## src/rtl/kpyd_pkg.sv

```systemverilog
// Shared types and sizing helpers for the keypad scanner.
// State encoding plus key-code and counter width functions.
package kpyd_pkg;

  typedef enum logic [1:0] {
    SETTLE,
    SAMPLE,
    EVAL,
    EMIT
  } kpyd_scan_state_e;

  function automatic int kpyd_code_w(input int rows, input int cols);
    return (rows * cols > 1) ? $clog2(rows * cols) : 1;
  endfunction

  function automatic int kpyd_cnt_w(input int n);
    return (n > 1) ? $clog2(n) : 1;
  endfunction

endpackage

```

## src/rtl/kpyd_prio_enc.sv

```systemverilog
// Lowest-set-bit priority encoder.
// index is 0 when no bit is set; any flags a non-empty input.
module kpyd_prio_enc #(
  parameter int width_p = 16,
  parameter int idx_w_p = 4
) (
  input  logic [width_p-1:0] bits,
  output logic [idx_w_p-1:0] index,
  output logic               any
);

  // scan downward so the lowest set bit wins
  always_comb begin
    index = '0;
    any   = |bits;
    for (int i = width_p - 1; i >= 0; i--) begin
      if (bits[i]) index = idx_w_p'(i);
    end
  end

endmodule

```

## src/rtl/kpyd_scanner.sv

```systemverilog
// Matrix keypad scanner with whole-matrix snapshot debounce.
// Define KPYD_SCAN_RELEASE_EN to also emit key release events.
module kpyd_scanner
  import kpyd_pkg::*;
#(
  parameter int cols_p          = 4,
  parameter int rows_p          = 4,
  parameter int settle_cycles_p = 16,
  parameter int stable_scans_p  = 4,
  localparam int code_w_lp = kpyd_code_w(rows_p, cols_p)
) (
  input  logic                 clk_i,
  input  logic                 reset_i,
  output logic [cols_p-1:0]    col_o,
  input  logic [rows_p-1:0]    row_i,
  output logic                 key_valid_o,
  input  logic                 key_ready_i,
  output logic [code_w_lp-1:0] key_code_o,
  output logic                 key_release_o
);

  localparam int keys_lp  = rows_p * cols_p;
  localparam int col_w_lp = kpyd_cnt_w(cols_p);
  localparam int set_w_lp = kpyd_cnt_w(settle_cycles_p);
  localparam int mat_w_lp = kpyd_cnt_w(stable_scans_p);

  localparam logic [col_w_lp-1:0] col_last_lp =
    col_w_lp'(cols_p - 1);
  localparam logic [set_w_lp-1:0] set_last_lp =
    set_w_lp'(settle_cycles_p - 1);
  localparam logic [mat_w_lp-1:0] mat_top_lp =
    mat_w_lp'(stable_scans_p - 1);
  localparam logic [cols_p-1:0]   one_col_lp = 1;
  localparam logic [keys_lp-1:0]  one_key_lp = 1;

  kpyd_scan_state_e      state;
  logic [col_w_lp-1:0]   col_idx;
  logic [set_w_lp-1:0]   set_cnt;
  logic [mat_w_lp-1:0]   match;
  logic [keys_lp-1:0]    snap;
  logic [keys_lp-1:0]    prev;
  logic [keys_lp-1:0]    deb;
  logic [keys_lp-1:0]    pend;

  logic                  commit;
  logic                  xfer;
  logic [mat_w_lp-1:0]   match_nxt;
  logic [keys_lp-1:0]    diff;
  logic [keys_lp-1:0]    report;
  logic [keys_lp-1:0]    deb_nxt;
  logic [keys_lp-1:0]    done_bit;
  logic [keys_lp-1:0]    mask_nxt;
  logic [code_w_lp-1:0]  enc_idx;
  logic                  enc_any;

  // debounce decision and next pending-event mask
  always_comb begin
    match_nxt = '0;
    if (snap == prev) begin
      match_nxt = (match == mat_top_lp) ? match : match + 1'b1;
    end
    commit  = (state == EVAL) &&
              (match_nxt == mat_top_lp) &&
              (snap != deb);
    diff    = commit ? (snap ^ deb) : '0;
    deb_nxt = commit ? snap : deb;
`ifdef KPYD_SCAN_RELEASE_EN
    report  = diff;
`else
    report  = diff & snap;
`endif
    xfer     = (state == EMIT) && key_valid_o && key_ready_i;
    done_bit = one_key_lp << key_code_o;
    mask_nxt = pend;
    if (state == EVAL) begin
      mask_nxt = report;
    end else if (xfer) begin
      mask_nxt = pend & ~done_bit;
    end
  end

  kpyd_prio_enc #(
    .width_p(keys_lp),
    .idx_w_p(code_w_lp)
  ) u_enc (
    .bits (mask_nxt),
    .index(enc_idx),
    .any  (enc_any)
  );

  // scan sequencer, snapshot debounce and event handshake
  always_ff @(posedge clk_i or negedge reset_i) begin
    if (!reset_i) begin
      state       <= SETTLE;
      col_idx     <= '0;
      set_cnt     <= '0;
      match       <= '0;
      snap        <= '0;
      prev        <= '0;
      deb         <= '0;
      pend        <= '0;
      col_o       <= '1;
      key_valid_o <= 1'b0;
      key_code_o  <= '0;
`ifdef KPYD_SCAN_RELEASE_EN
      key_release_o <= 1'b0;
`endif
    end else begin
      unique case (state)
        SETTLE: begin
          col_o <= ~(one_col_lp << col_idx);
          if (set_cnt == set_last_lp) begin
            set_cnt <= '0;
            state   <= SAMPLE;
          end else begin
            set_cnt <= set_cnt + 1'b1;
          end
        end
        SAMPLE: begin
          col_o <= ~(one_col_lp << col_idx);
          snap[int'(col_idx)*rows_p +: rows_p] <= ~row_i;
          if (col_idx == col_last_lp) begin
            col_idx <= '0;
            state   <= EVAL;
          end else begin
            col_idx <= col_idx + 1'b1;
            state   <= SETTLE;
          end
        end
        EVAL: begin
          col_o <= '1;
          match <= match_nxt;
          prev  <= snap;
          deb   <= deb_nxt;
          pend  <= mask_nxt;
          if (enc_any) begin
            state       <= EMIT;
            key_valid_o <= 1'b1;
            key_code_o  <= enc_idx;
`ifdef KPYD_SCAN_RELEASE_EN
            key_release_o <= ~deb_nxt[enc_idx];
`endif
          end else begin
            state <= SETTLE;
          end
        end
        EMIT: begin
          col_o <= '1;
          if (xfer) begin
            pend        <= mask_nxt;
            key_valid_o <= enc_any;
            key_code_o  <= enc_idx;
`ifdef KPYD_SCAN_RELEASE_EN
            key_release_o <= ~deb_nxt[enc_idx];
`endif
            if (!enc_any) begin
              col_idx <= '0;
              state   <= SETTLE;
            end
          end
        end
      endcase
    end
  end

`ifndef KPYD_SCAN_RELEASE_EN
  assign key_release_o = 1'b0;
`endif

endmodule

```

## config.mk

```make
export PLATFORM = sky130hd
export DESIGN_NAME = kpyd_scanner
export DESIGN_NICKNAME = d
export VERILOG_FILES = /design/src/rtl/kpyd_pkg.sv /design/src/rtl/kpyd_prio_enc.sv /design/src/rtl/kpyd_scanner.sv
export SDC_FILE = /design/constraint.sdc
export NUM_CORES = 1
export LEC_CHECK = 0
export ABC_AREA = 1
export CAP_MARGIN = 20
export CORE_MARGIN = 4
export CORE_UTILIZATION = 57
export CTS_BUF_LIST = sky130_fd_sc_hd__clkbuf_8
export DETAILED_ROUTE_END_ITERATION = 12
export PLACE_DENSITY = 0.88
export SLEW_MARGIN = 20
export SYNTH_ARGS = -nofsm -noshare
export SYNTH_HDL_FRONTEND = slang
export SYNTH_SLANG_ARGS = --single-unit
```

## constraint.sdc

```tcl
create_clock -name clk_i -period 2.1 [get_ports clk_i]
set_input_delay 0.42 -clock clk_i [delete_from_list [all_inputs] [get_ports clk_i]]
set_output_delay 0.42 -clock clk_i [all_outputs]
set_load 0.01 [all_outputs]
```

==> reports/qor.yml <==
finish:
  multi_input_area_mm2: 0.00200
  ff_latch_area_mm2: 0.00209
  layout_commonest_cell: "nand2_1"
  final_util: 0.761
  drive_above_1_share: 0.273
  fill_cells: 485
  instances_no_fill: 748
  fin_area_mm2: 0.00555
  final_cell_mix: "nand2_1, buf_4, dfrtp_1"
  antenna_cells: 0
  area.growth.synth_to_final_pct: 28.7
  nets: 658
synth:
  ys_warn_count: 0
  synth_area_leaders: "dfrtp_1, nand2_1, inv_1, o21ai_0, nor2_1"
  netlist_instances: 544
  async_flop_share: 1.00
  synth.net_count: 558
  synth_area_leader_cell: "dfrtp_1"
  dominantRegCellSynth: "dfrtp_1"
  syn_avg_cell_area_um2: 7.93
  seq_area_frac_synth: 0.483
  synth-edff-count: 0
  synth.top_cell.area_share: 0.458
  netlist_area_mm2: 0.00431
  ys_types: 37
  ys_ff_latch: 83
placement:
  gp_congestion: 0.892
  place_hpwl_mm: 7.92
  dp_slack_ns: -0.675
  port_buffers: 15
  postPlaceCellArea_mm2: 0.00511
  dp.cells: 719
floorplan:
  ios: 17
  die_area_mm2: 0.00902
  die_height_um: 95.0
  core_area_mm2: 0.00729
  dieWidth_um: 95.0
  std_cell_rows: 31
  start_util: 0.591
clock_tree:
  clock_path_buffers: 2
  cts-buffers-inserted: 9
  clk_pin_slew_worst_paths_ns: 0.09
  cts_sinks: 83
  clock_latency_ns: 0.37
  cts_tree: "built"
  clock-root-buffer: "clkbuf_8"
  htreeDepth: 3
global_routing:
  antenna_found_initial: 0
  overflow: 0
  track_usage: 0.272
  grt_pass1_vias: 3977
  grt_max_degree: 35
  grt_pass1_wl_mm: 18.8
min_path:
  worstHoldPathCells: 2
  hold_class: "reg -> reg"
sta:
  fin_crit_ns: 2.72
  maxSlewViolCount: 0
  grt_setup_unrepaired: "yes"
  setup_viol: 9
  hold_viol: 0
  holdWs_ns: 0.515
  fmax_mhz: 368
  slew_headroom: 0.571
  tightestPinTransition_ns: 0.642
  setup_tns_ns: -4.94
  setup_slack_ns: -0.620
  finalCritPeriodShare: 1.30
  fin_skew_ns: 0.0166
routing:
  dr.first_iter.drc_count: 411
  wl_per_cell_um: 16.7
  drt_wl_total_mm: 12.5
  vias: 4187
  viasPerCell: 5.60
  ant_nets: 0
  drt-pass1-iter-count: 5
  drc_errors: 0
critical_path:
  r2r_cells: 19
  required_ns: 2.40
  cp-end-kind: "flop"
  arrival_ns: 3.02
  crit_path_max_fanout: 4
  worstSetupStartpointType: "flop"
  path_class: "reg -> reg"
run_status:
  outcome: "finished, violations left"
  violations: "negative setup slack"
job:
  drv_cap: 0
power_and_ir_drop:
  peakVddDrop_mv: 0.423
  total_power_mw: 4.02
  p_leak_nw: 2.70
  p_per_area_mw_per_mm2: 724
==> area by class of cell <==
| type | count | area share |
|---|---|---|
| tap | 99 | 0.0223 |
| clock inverter | 6 | 0.00902 |
| timing repair buffer | 100 | 0.149 |
| sequential | 83 | 0.376 |
| inverter | 86 | 0.0584 |
| clock buffer | 10 | 0.0248 |
| multi-input combinational | 364 | 0.361 |
==> report_power, final <==
group	internal (mW)	switching (mW)
sequential	1.71	0.0680
clock	0.473	0.654
combinational	0.512	0.605
total	2.69	1.33
==> cell families (layout without fill, tap and decap cells) <==
kind of cell / Yosys count / count (layout) / share of synthesized area
simple gates: 260 / 260 / 0.260
flops: 83 / 83 / 0.483
buf+inv: 97 / 202 / 0.0873
compound gates: 78 / 78 / 0.113
other cells: 1 / 1 / 0.000869
fa+ha+maj: 7 / 7 / 0.0203
xor+xnor: 18 / 18 / 0.0366
==> worst paths after layout <==
| kind | slack (ns) | end | start |
|---|---|---|---|
| setup / recovery | -0.62 | col_idx[0] | snap[13] |
| setup reg to reg | -0.62 | col_idx[0] | snap[13] |
| hold reg to reg | 0.52 | set_cnt[1] | set_cnt[1] |
| max in group asynchronous | 0.90 | snap[11] | reset_i |
| hold / removal | 0.52 | set_cnt[1] | set_cnt[1] |
| min in group asynchronous | 0.54 | prev[1] | reset_i |
==> synth_stat cells, types with 2 or more instances <==
| cell type | instances |
|---|---|
| inv_1 | 65 |
| a21oi_1 | 2 |
| ha_1 | 7 |
| o22ai_1 | 2 |
| nand3_1 | 24 |
| o21ai_2 | 7 |
| o32ai_1 | 4 |
| nor2_1 | 47 |
| nand4_1 | 13 |
| nor2_2 | 10 |
| o21ai_0 | 45 |
| dfrtp_1 | 79 |
| a31oi_1 | 3 |
| o21ai_1 | 8 |
| clkbuf_1 | 8 |
| xnor2_1 | 17 |
| nor3_1 | 8 |
| nor2_4 | 4 |
| nand2_1 | 151 |
| inv_2 | 20 |
| dfstp_2 | 4 |
==> metal layers <==
layer	track usage	vias to the layer above	wire, um
met5	0	-	0
met3	0.0582	54	911
li1	-	1907	-
met4	0.0925	0	474
met1	0.347	2019	4800
met2	0.459	207	6310
==> worst max-delay path, stage by stage, from the launching register on <==
cell and delay, ns:
dfrtp_1 0.45, buf_4 0.17, xnor2_1 0.15, nand2_1 0.06, nor2_1 0.08, nand2_1 0.08
nor2_2 0.16, nor2_4 0.06, buf_6 0.13, nand3_4 0.08, nand2_4 0.07, nor2_2 0.17
nand3_1 0.17, nor2_4 0.21, nand2_2 0.10, o21ai_2 0.18, inv_2 0.07, nor2_4 0.10
nand4_1 0.08, o21ai_1 0.08
==> state kept, by name (all words and copies together) (netlist names) <==
name         count
pend            16
state            2
set_cnt          4
snap            16
match            2
key_code_o       4
key_valid_o      1
deb             16
col_o            4
col_idx          2
prev            16
==> timing repair <==
action	4_1_cts	5_1_grt
resized for setup	11	30
setup buffers	2	12
endpoints found under the setup margin	9	25
hold endpoints to repair	28	0
hold buffers	1	0
pin swaps	8	15
(Power assumes the default switching activity.)
